$ cat src/rtl/div_seq_fx.sv
// div_seq_fx: multi-cycle signed DIV/MOD co-unit, one quotient bit per clock
//
// Ports:
//   clk   - system clock, rising edge
//   rst   - asynchronous active-high reset
//   start - request, sampled only while idle
//   op    - 5'd4 = DIV, 5'd5 = MOD; other values are ignored
//   in1   - signed dividend
//   in2   - signed divisor
//   busy  - high while an operation is in flight (RUN and FIX)
//   done  - one-cycle pulse, out/dz valid from this cycle
//   dz    - divide-by-zero flag of the last result
//   out   - signed quotient or remainder, held until the next done
//
// Optional feature: define DIV_EARLY_EN to skip the iteration phase when
// the divisor is zero or its magnitude exceeds the dividend's.
module div_seq_fx #(
    parameter int NUBITS = 32
) (
    input  logic              clk,
    input  logic              rst,
    input  logic              start,
    input  logic [4:0]        op,
    input  logic [NUBITS-1:0] in1,
    input  logic [NUBITS-1:0] in2,
    output logic              busy,
    output logic              done,
    output logic              dz,
    output logic [NUBITS-1:0] out
);
    localparam int CW = $clog2(NUBITS + 1);
    localparam logic [1:0] S_IDLE = 2'd0;
    localparam logic [1:0] S_RUN  = 2'd1;
    localparam logic [1:0] S_FIX  = 2'd2;

    logic [1:0]        state_q, state_d;
    logic [CW-1:0]     cnt_q, cnt_d;
    // rem and divisor magnitudes fit in NUBITS unsigned bits because the
    // remainder is always below the divisor and |MIN| = 2^(NUBITS-1)
    logic [NUBITS-1:0] rem_q, rem_d;
    logic [NUBITS-1:0] quo_q, quo_d;
    logic [NUBITS-1:0] dvs_q, dvs_d;
    logic              mod_q, mod_d;
    logic              neg_q, neg_d;
    logic              qneg_q, qneg_d;
    logic              zero_q, zero_d;
    logic              done_q, done_d;
    logic              dz_q, dz_d;
    logic [NUBITS-1:0] out_q, out_d;

    logic [NUBITS-1:0] abs1, abs2, quo_res, rem_res;
    logic [NUBITS:0]   shifted;
    logic              ge, accept;

    assign abs1    = in1[NUBITS-1] ? -in1 : in1;
    assign abs2    = in2[NUBITS-1] ? -in2 : in2;
    assign accept  = start && (op == 5'd4 || op == 5'd5);
    // one restoring-division step: shift the next dividend bit into rem
    assign shifted = {rem_q, quo_q[NUBITS-1]};
    assign ge      = shifted >= {1'b0, dvs_q};
    assign quo_res = zero_q ? '1 : (qneg_q ? -quo_q : quo_q);
    assign rem_res = neg_q ? -rem_q : rem_q;

    always_comb begin
        state_d = state_q;
        cnt_d   = cnt_q;
        rem_d   = rem_q;
        quo_d   = quo_q;
        dvs_d   = dvs_q;
        mod_d   = mod_q;
        neg_d   = neg_q;
        qneg_d  = qneg_q;
        zero_d  = zero_q;
        done_d  = 1'b0;
        dz_d    = dz_q;
        out_d   = out_q;
        if (state_q == S_IDLE) begin
            if (accept) begin
                mod_d   = op[0];
                neg_d   = in1[NUBITS-1];
                qneg_d  = in1[NUBITS-1] ^ in2[NUBITS-1];
                zero_d  = in2 == '0;
                dvs_d   = abs2;
                cnt_d   = CW'(NUBITS);
                state_d = S_RUN;
                rem_d   = '0;
                quo_d   = abs1;
`ifdef DIV_EARLY_EN
                // quotient is trivially zero: remainder is the whole dividend
                if (in2 == '0 || abs2 > abs1) begin
                    state_d = S_FIX;
                    rem_d   = abs1;
                    quo_d   = '0;
                end
`endif
            end
        end else if (state_q == S_RUN) begin
            rem_d   = ge ? NUBITS'(shifted - {1'b0, dvs_q}) : shifted[NUBITS-1:0];
            quo_d   = {quo_q[NUBITS-2:0], ge};
            cnt_d   = cnt_q - 1'b1;
            state_d = (cnt_q == CW'(1)) ? S_FIX : S_RUN;
        end else begin
            out_d   = mod_q ? rem_res : quo_res;
            dz_d    = zero_q;
            done_d  = 1'b1;
            state_d = S_IDLE;
        end
    end

    always_ff @(posedge clk or posedge rst) begin
        if (rst) begin
            state_q <= S_IDLE;
            cnt_q   <= '0;
            rem_q   <= '0;
            quo_q   <= '0;
            dvs_q   <= '0;
            mod_q   <= 1'b0;
            neg_q   <= 1'b0;
            qneg_q  <= 1'b0;
            zero_q  <= 1'b0;
            done_q  <= 1'b0;
            dz_q    <= 1'b0;
            out_q   <= '0;
        end else begin
            state_q <= state_d;
            cnt_q   <= cnt_d;
            rem_q   <= rem_d;
            quo_q   <= quo_d;
            dvs_q   <= dvs_d;
            mod_q   <= mod_d;
            neg_q   <= neg_d;
            qneg_q  <= qneg_d;
            zero_q  <= zero_d;
            done_q  <= done_d;
            dz_q    <= dz_d;
            out_q   <= out_d;
        end
    end

    assign busy = state_q != S_IDLE;
    assign done = done_q;
    assign dz   = dz_q;
    assign out  = out_q;
endmodule

$ cat config.mk
export PLATFORM = sky130hd
export DESIGN_NAME = div_seq_fx
export DESIGN_NICKNAME = d
export VERILOG_FILES = /design/src/rtl/div_seq_fx.sv
export SDC_FILE = /design/constraint.sdc
export NUM_CORES = 1
export LEC_CHECK = 0
export CORE_MARGIN = 1
export CORE_UTILIZATION = 58
export DETAILED_ROUTE_END_ITERATION = 7
export PLACE_DENSITY = 0.81
export SYNTH_ARGS = -nofsm -noshare
export SYNTH_HDL_FRONTEND = slang
export SYNTH_SLANG_ARGS = --single-unit
$ cat constraint.sdc
create_clock -name clk -period 7.9 [get_ports clk]
set_input_delay 2.37 -clock clk [delete_from_list [all_inputs] [get_ports clk]]
set_output_delay 2.37 -clock clk [all_outputs]
set_load 0.05 [all_outputs]
==> results of run 1 <==
## cells by family (layout without fill, tap and decap cells)
group	after synthesis	count (layout)	synth area share, %
adder cells (fa/ha/maj)	39	39	4.79
multiplexers	42	42	4.39
buffers and inverters	131	205	4.80
AO/OA/AOI/OAI	394	394	23.4
AND/OR/NAND/NOR	341	341	15.9
flip-flops	142	142	34.3
XOR/XNOR	146	146	12.4
## layout make-up
class	count	area [um2]	area share [%]
Timing Repair Buffer	115	1130	9.31
Tap cell	225	282	2.32
Sequential cell	142	3550	29.3
Multi-Input combinational cell	962	6310	52.0
Inverter	59	226	1.87
Clock inverter	10	163	1.34
Clock buffer	21	460	3.80
## metrics by stage
stage	utilization [%]	std cells	hold WS [ps]	cell area [um2]	worst slack (ps)
final	69.9	1534	482	12100	3070
after global routing	69.9	1534	499	12100	2780
after CTS	69.9	1534	485	12100	3080
after detailed placement	66.3	1503	472	11500	2630
after global placement	66.3	1503	462	11500	2670
after floorplan	-	1235	450	10300	1720
## cell usage after synthesis (all sizes together), types with 9 or more instances
master | count | share of area, %
mux2 | 27 | 2.9
dfrtp | 142 | 34
o41ai | 18 | 1.5
a21o | 17 | 1.2
nand3 | 40 | 1.9
a22oi | 33 | 2.4
a21oi | 80 | 3.9
a31oi | 9 | 0.54
or3 | 15 | 0.96
mux2i | 15 | 1.5
ha | 38 | 4.6
nand4 | 9 | 0.54
xor2 | 108 | 9.1
o21ai | 141 | 6.8
clkbuf | 64 | 2.3
o22ai | 23 | 1.4
inv | 59 | 2.1
xnor2 | 38 | 3.2
nand2 | 130 | 4.7
o31ai | 33 | 2.5
or4 | 15 | 1.2
nor2 | 54 | 2.0
nand2b | 13 | 0.79
nor3 | 23 | 1.1
## flip-flops by register name, indices dropped and copies added, names as in the netlist
name and cells:
cnt_q 6, done 1, dvs_q 32, dz 1, mod_q 1, neg_q 1
out 32, qneg_q 1, quo_q 32, rem_q 32, state_q 2, zero_q 1
## power by group
group | internal, W | leakage, nW | switching [W]
clock network | 0.000543 | 0.299 | 0.000316
logic | 0.00136 | 3.05 | 0.00206
registers | 0.00106 | 1.78 | 0.000487
## worst max-delay path: stages
cell and delay (ps):
clkdlybuf4s50_1 500, nor4_1 560, nand3_1 270, nand3b_1 270
or2_2 340, nand2b_1 180, o31ai_1 280, xnor2_1 150
o22ai_1 80, o21ai_0 160
## worst min-delay path by stage
stage          slack, ps  cells past startpoint         to  startpoint
3_3_place_gp         460                      2   dvs_q[7]    dvs_q[7]
4_1_cts              490                      2  dvs_q[15]   dvs_q[15]
3_5_place_dp         470                      2  dvs_q[15]   dvs_q[15]
2_1_floorplan        450                      2  dvs_q[10]   dvs_q[10]
6_report             480                      2   dvs_q[4]    dvs_q[4]
5_1_grt              500                      2  dvs_q[15]   dvs_q[15]
## routing by layer
| layer | vias up | track usage (%) | wire [um] |
|---|---|---|---|
| li1 | 4573 | - | - |
| met1 | 4614 | 45.3 | 12500 |
| met2 | 448 | 48.7 | 13000 |
| met3 | 59 | 5.65 | 2320 |
| met4 | 0 | 10.8 | 674 |
| met5 | - | 0 | 0 |
==> results.toml, run 1 <==
[critical_path]
startpoint_type = "input port"
crit_required_ps = 8250
endpoint_kind = "flip-flop"
rr_startpoint = "rem_q[2]"
crit_end = "quo_q[29]"
crit_start = "in1[2]"
ff2ff_path_depth = 9
cp_max_fo = 6
crit_type = "input port to flip-flop"
r2r_slack_ps = 4040
rr_endpoint = "rem_q[23]"
cp.arrival_ps = 5180

[die]
ioPinCount = 107
core_area_mm2 = 0.0174
die_area_mm2 = 0.0184
dieWidth_um = 136
die_h_um = 136
std_cell_rows = 48
initial_core_util_pct = 59.6

[drt]
via_count = 9694
first_iter_violations = 1064
wl_per_cell_um = 18.6
routed_wl_um = 28500
drc_errors = 0
ant_nets = 0
first_pass_iters = 8
vias_per_cell = 6.32

[clocking]
post_cts_buffers = 0
clkLatencyLatePin_ps = 430
root_buffer = "clkbuf_16"
ctsResizeCount = 0
cts-hold-fix-buffers = 0
cts.htree.levels = 4
cts.clk_slew.worst_paths_ps = 60
cts_made_buffers = 17
cts_tree = "done"
clock_sink_count = 142
cts_max_path_buffers = 2

[timing]
clock_skew_ps = 9.11
finalMaxSlewViolations = 0
period_minus_slack_ps = 4830
slew_headroom_pct = 23.8
timing_hold_violations_final = 0
finalSetupViolations = 0
fmax_mhz = 207
period_share_pct = 61.1
tns_ps = 0
rsz0062_at_grt = "no"
max_slew.worst_pin.slew_ps = 1140

[synth]
synth_fp_nets = 1346
synth_edf_count = 0
synth_area_per_cell_um2 = 8.38
syn_inst = 1235
synth_cell_type_count = 59
synthesis.area_mm2 = 0.0103
postSynth.asyncResetShare_pct = 100
ys_ff_latch = 142
synthFlopType = "dfrtp_1"
ys_warn_count = 0
seq_area_frac_synth_pct = 34.3

[global_routing]
grt_pass1_wl_um = 45400
gr-total-overflow = 0
grt_use_total_pct = 31.9
grt_max_degree = 86
antenna_found_initial = 0
grt_pass1_vias = 8796

[status]
outcome = "finished, final reports clean"

[layout]
layout.nets = 1408
final_cell_mix = "dfrtp_1 (141), o21ai_0 (138), nand2_1 (129)"
final_common_cell = "dfrtp_1"
area_delta_synth_final_pct = 17.2
drive_gt1_share_pct = 6.34
antenna-diode-count = 0
fillers = 1398

[placement]
io_buffers = 106
place_hpwl_um = 20500
place_congestion = 0.944

[power]
finalPower_w = 0.00583
p_leak_nw = 5.13
powerDensity_mw_per_mm2 = 481
vdd_drop_max_mv = 0.272

[min_path]
hold_class = "flip-flop to flip-flop"

[run]
cap_viol_max_count = 0
No activity file was read; power rests on OpenSTA's default activity.
==> run 2: changes to the inputs <==
Settings changed: CORE_UTILIZATION 58 to 53, PLACE_DENSITY 0.81 to 0.78.
Clock period 7.9 ns to 3.9 ns, I/O delays scaled along.
==> run 2 against run 1 <==
Worst hold slack hardly changed; core utilization is 4.6 points lower; highest routed layer unchanged; largest cell class unchanged; clock skew is 1.5 ps lower; die area is 9.3% higher; wire length is 0.87% higher; cell area is 1.6% higher.
==> results.toml, run 2 (synthesis gave the netlist of run 1 again) <==
[drt]
routed_wl_um = 28800
vias_per_cell = 6.10
first_pass_iters = 6
first_iter_violations = 978
drc_errors = 0
via_count = 9690
wl_per_cell_um = 18.1
ant_nets = 0

[critical_path]
endpoint_kind = "flip-flop"
crit_type = "flip-flop to flip-flop"
r2r_slack_ps = 300
crit_slowest_cell = "a221o_1"
crit_top_cell = "inv_1"
startpoint_type = "flip-flop"
cp.arrival_ps = 3970
cp_max_fo = 4
crit_required_ps = 4270
rr_endpoint = "rem_q[30]"
crit_chain = "inv_1 -> ha_1 -> inv_1 -> fa_1 -> a211oi_1 -> o21bai_1 -> a21o_1 -> a221o_1 -> a22oi_1 -> o31ai_1 -> a21oi_1 -> mux2_2 -> nand2_1"
cpPeakStageDelay_ps = 440
rr_startpoint = "quo_q[31]"
ff2ff_path_depth = 13

[global_routing]
met3_usage_pct = 5.13
grt_pass1_wl_um = 46400
met2_usage_pct = 45.7
gr-max-usage-layer = "met2"
grt_max_degree = 54
gr-total-overflow = 0
grt_use_met1_pct = 43.1
grt_pass1_vias = 8847
grt_use_total_pct = 29.7
antenna_found_initial = 0

[placement]
dp_cells = 1556
place_congestion = 0.932
place_hpwl_um = 21600
postPlaceCellArea_mm2 = 0.0118
io_buffers = 106
dp_slack_ps = 110

[status]
outcome = "finished, final reports clean"

[clocking]
cts_tree = "done"
cts.clk_slew.worst_paths_ps = 70
clock_sink_count = 142
root_buffer = "clkbuf_16"
cts_made_buffers = 17
post_cts_buffers = 0
ctsResizeCount = 0
clkLatencyLatePin_ps = 440
cts-hold-fix-buffers = 0
cts.htree.levels = 4
cts_max_path_buffers = 2

[timing]
timing_hold_violations_final = 0
slew_headroom_pct = 33.1
fmax_mhz = 278
period_share_pct = 92.2
max_slew.worst_pin.slew_ps = 1000
rsz0062_at_grt = "no"
period_minus_slack_ps = 3600
tns_ps = 0
finalSetupViolations = 0
finalMaxSlewViolations = 0
setup_ws_ps = 304
clock_skew_ps = 7.63

[power]
finalPower_w = 0.0118
vdd_drop_max_mv = 0.438
p_leak_nw = 5.22
powerDensity_mw_per_mm2 = 956

[die]
dieWidth_um = 142
std_cell_rows = 50
die_area_mm2 = 0.0201
ioPinCount = 107
die_h_um = 142
core_area_mm2 = 0.0189
initial_core_util_pct = 54.8

[layout]
fin_area_mm2 = 0.0123
drive_gt1_share_pct = 7.76
ff_latch_area_mm2 = 0.00355
multi_input_area_mm2 = 0.00631
layout.nets = 1426
final_common_cell = "dfrtp_1"
fin_cells = 1588
fillers = 1637
area_delta_synth_final_pct = 19.1
final_cell_mix = "dfrtp_1 (141), o21ai_0 (138), nand2_1 (129)"
antenna-diode-count = 0

[min_path]
whs_path_depth = 2
hold_class = "flip-flop to flip-flop"
min_from = "dvs_q[19]"
hold_end = "dvs_q[19]"

[run]
cap_viol_max_count = 0
==> run 2: cell types whose count changed in the layout (fill, tap and decap cells not counted), sizes merged <==
cell | previous run | this run
bufinv | 4 | 0
inv | 59 | 68
buf | 9 | 27
clkbuf | 21 | 17
==> run 2: how the worst max path moves through the flow <==
| stage | start | to | cells past startpoint | slack [ps] |
|---|---|---|---|---|
| 2_1_floorplan | in1[4] | quo_q[29] | 9 | 670 |
| 5_1_grt | quo_q[31] | rem_q[30] | 13 | 140 |
| 3_5_place_dp | in1[10] | quo_q[29] | 10 | 110 |
| 4_1_cts | quo_q[31] | rem_q[30] | 13 | 360 |
| 3_3_place_gp | in1[10] | quo_q[29] | 10 | 160 |
| 6_report | quo_q[31] | rem_q[30] | 13 | 300 |
==> run 2: worst max-delay path, delay by kind of cell (launching register included) <==
kind,cells,cell delay (ps)
AOI/OAI and AO/OA,7,1860
adders and majority gates,2,620
DFF,1,430
muxes,1,360
buffers and inverters,2,220
and+or+nand+nor,1,50
==> run 2: per-stage QoR <==
| stage | utilization (%) | hold WS [ps] |
|---|---|---|
| global route | 65.2 | 520 |
| floorplan | - | 450 |
| finish | 65.2 | 482 |
| CTS | 65.2 | 486 |
| global placement | 62.2 | 463 |
| detailed placement | 62.2 | 472 |
==> run 2: power breakdown <==
part | internal [W] | switching (W)
sequential | 0.00215 | 0.000998
clock | 0.000847 | 0.000731
combinational | 0.00288 | 0.00417
total | 0.00587 | 0.00590
==> run 2: layout make-up <==
class | instances | area share, %
multi-input cells | 962 | 51.2
flip-flops and latches | 142 | 28.8
repair buffers | 133 | 10.9
clock buffers | 17 | 3.45
well taps | 260 | 2.64
inverters | 59 | 1.83
clock inverters | 15 | 1.18
==> run 2: layer usage <==
layer / part of all wire, % / vias up / routed length (um)
met3: 7.6 / 36 / 2180
met2: 45 / 394 / 13100
met1: 45 / 4638 / 13100
met5: 0 / - / 0
li1: - / 4622 / -
met4: 1.5 / 0 / 425
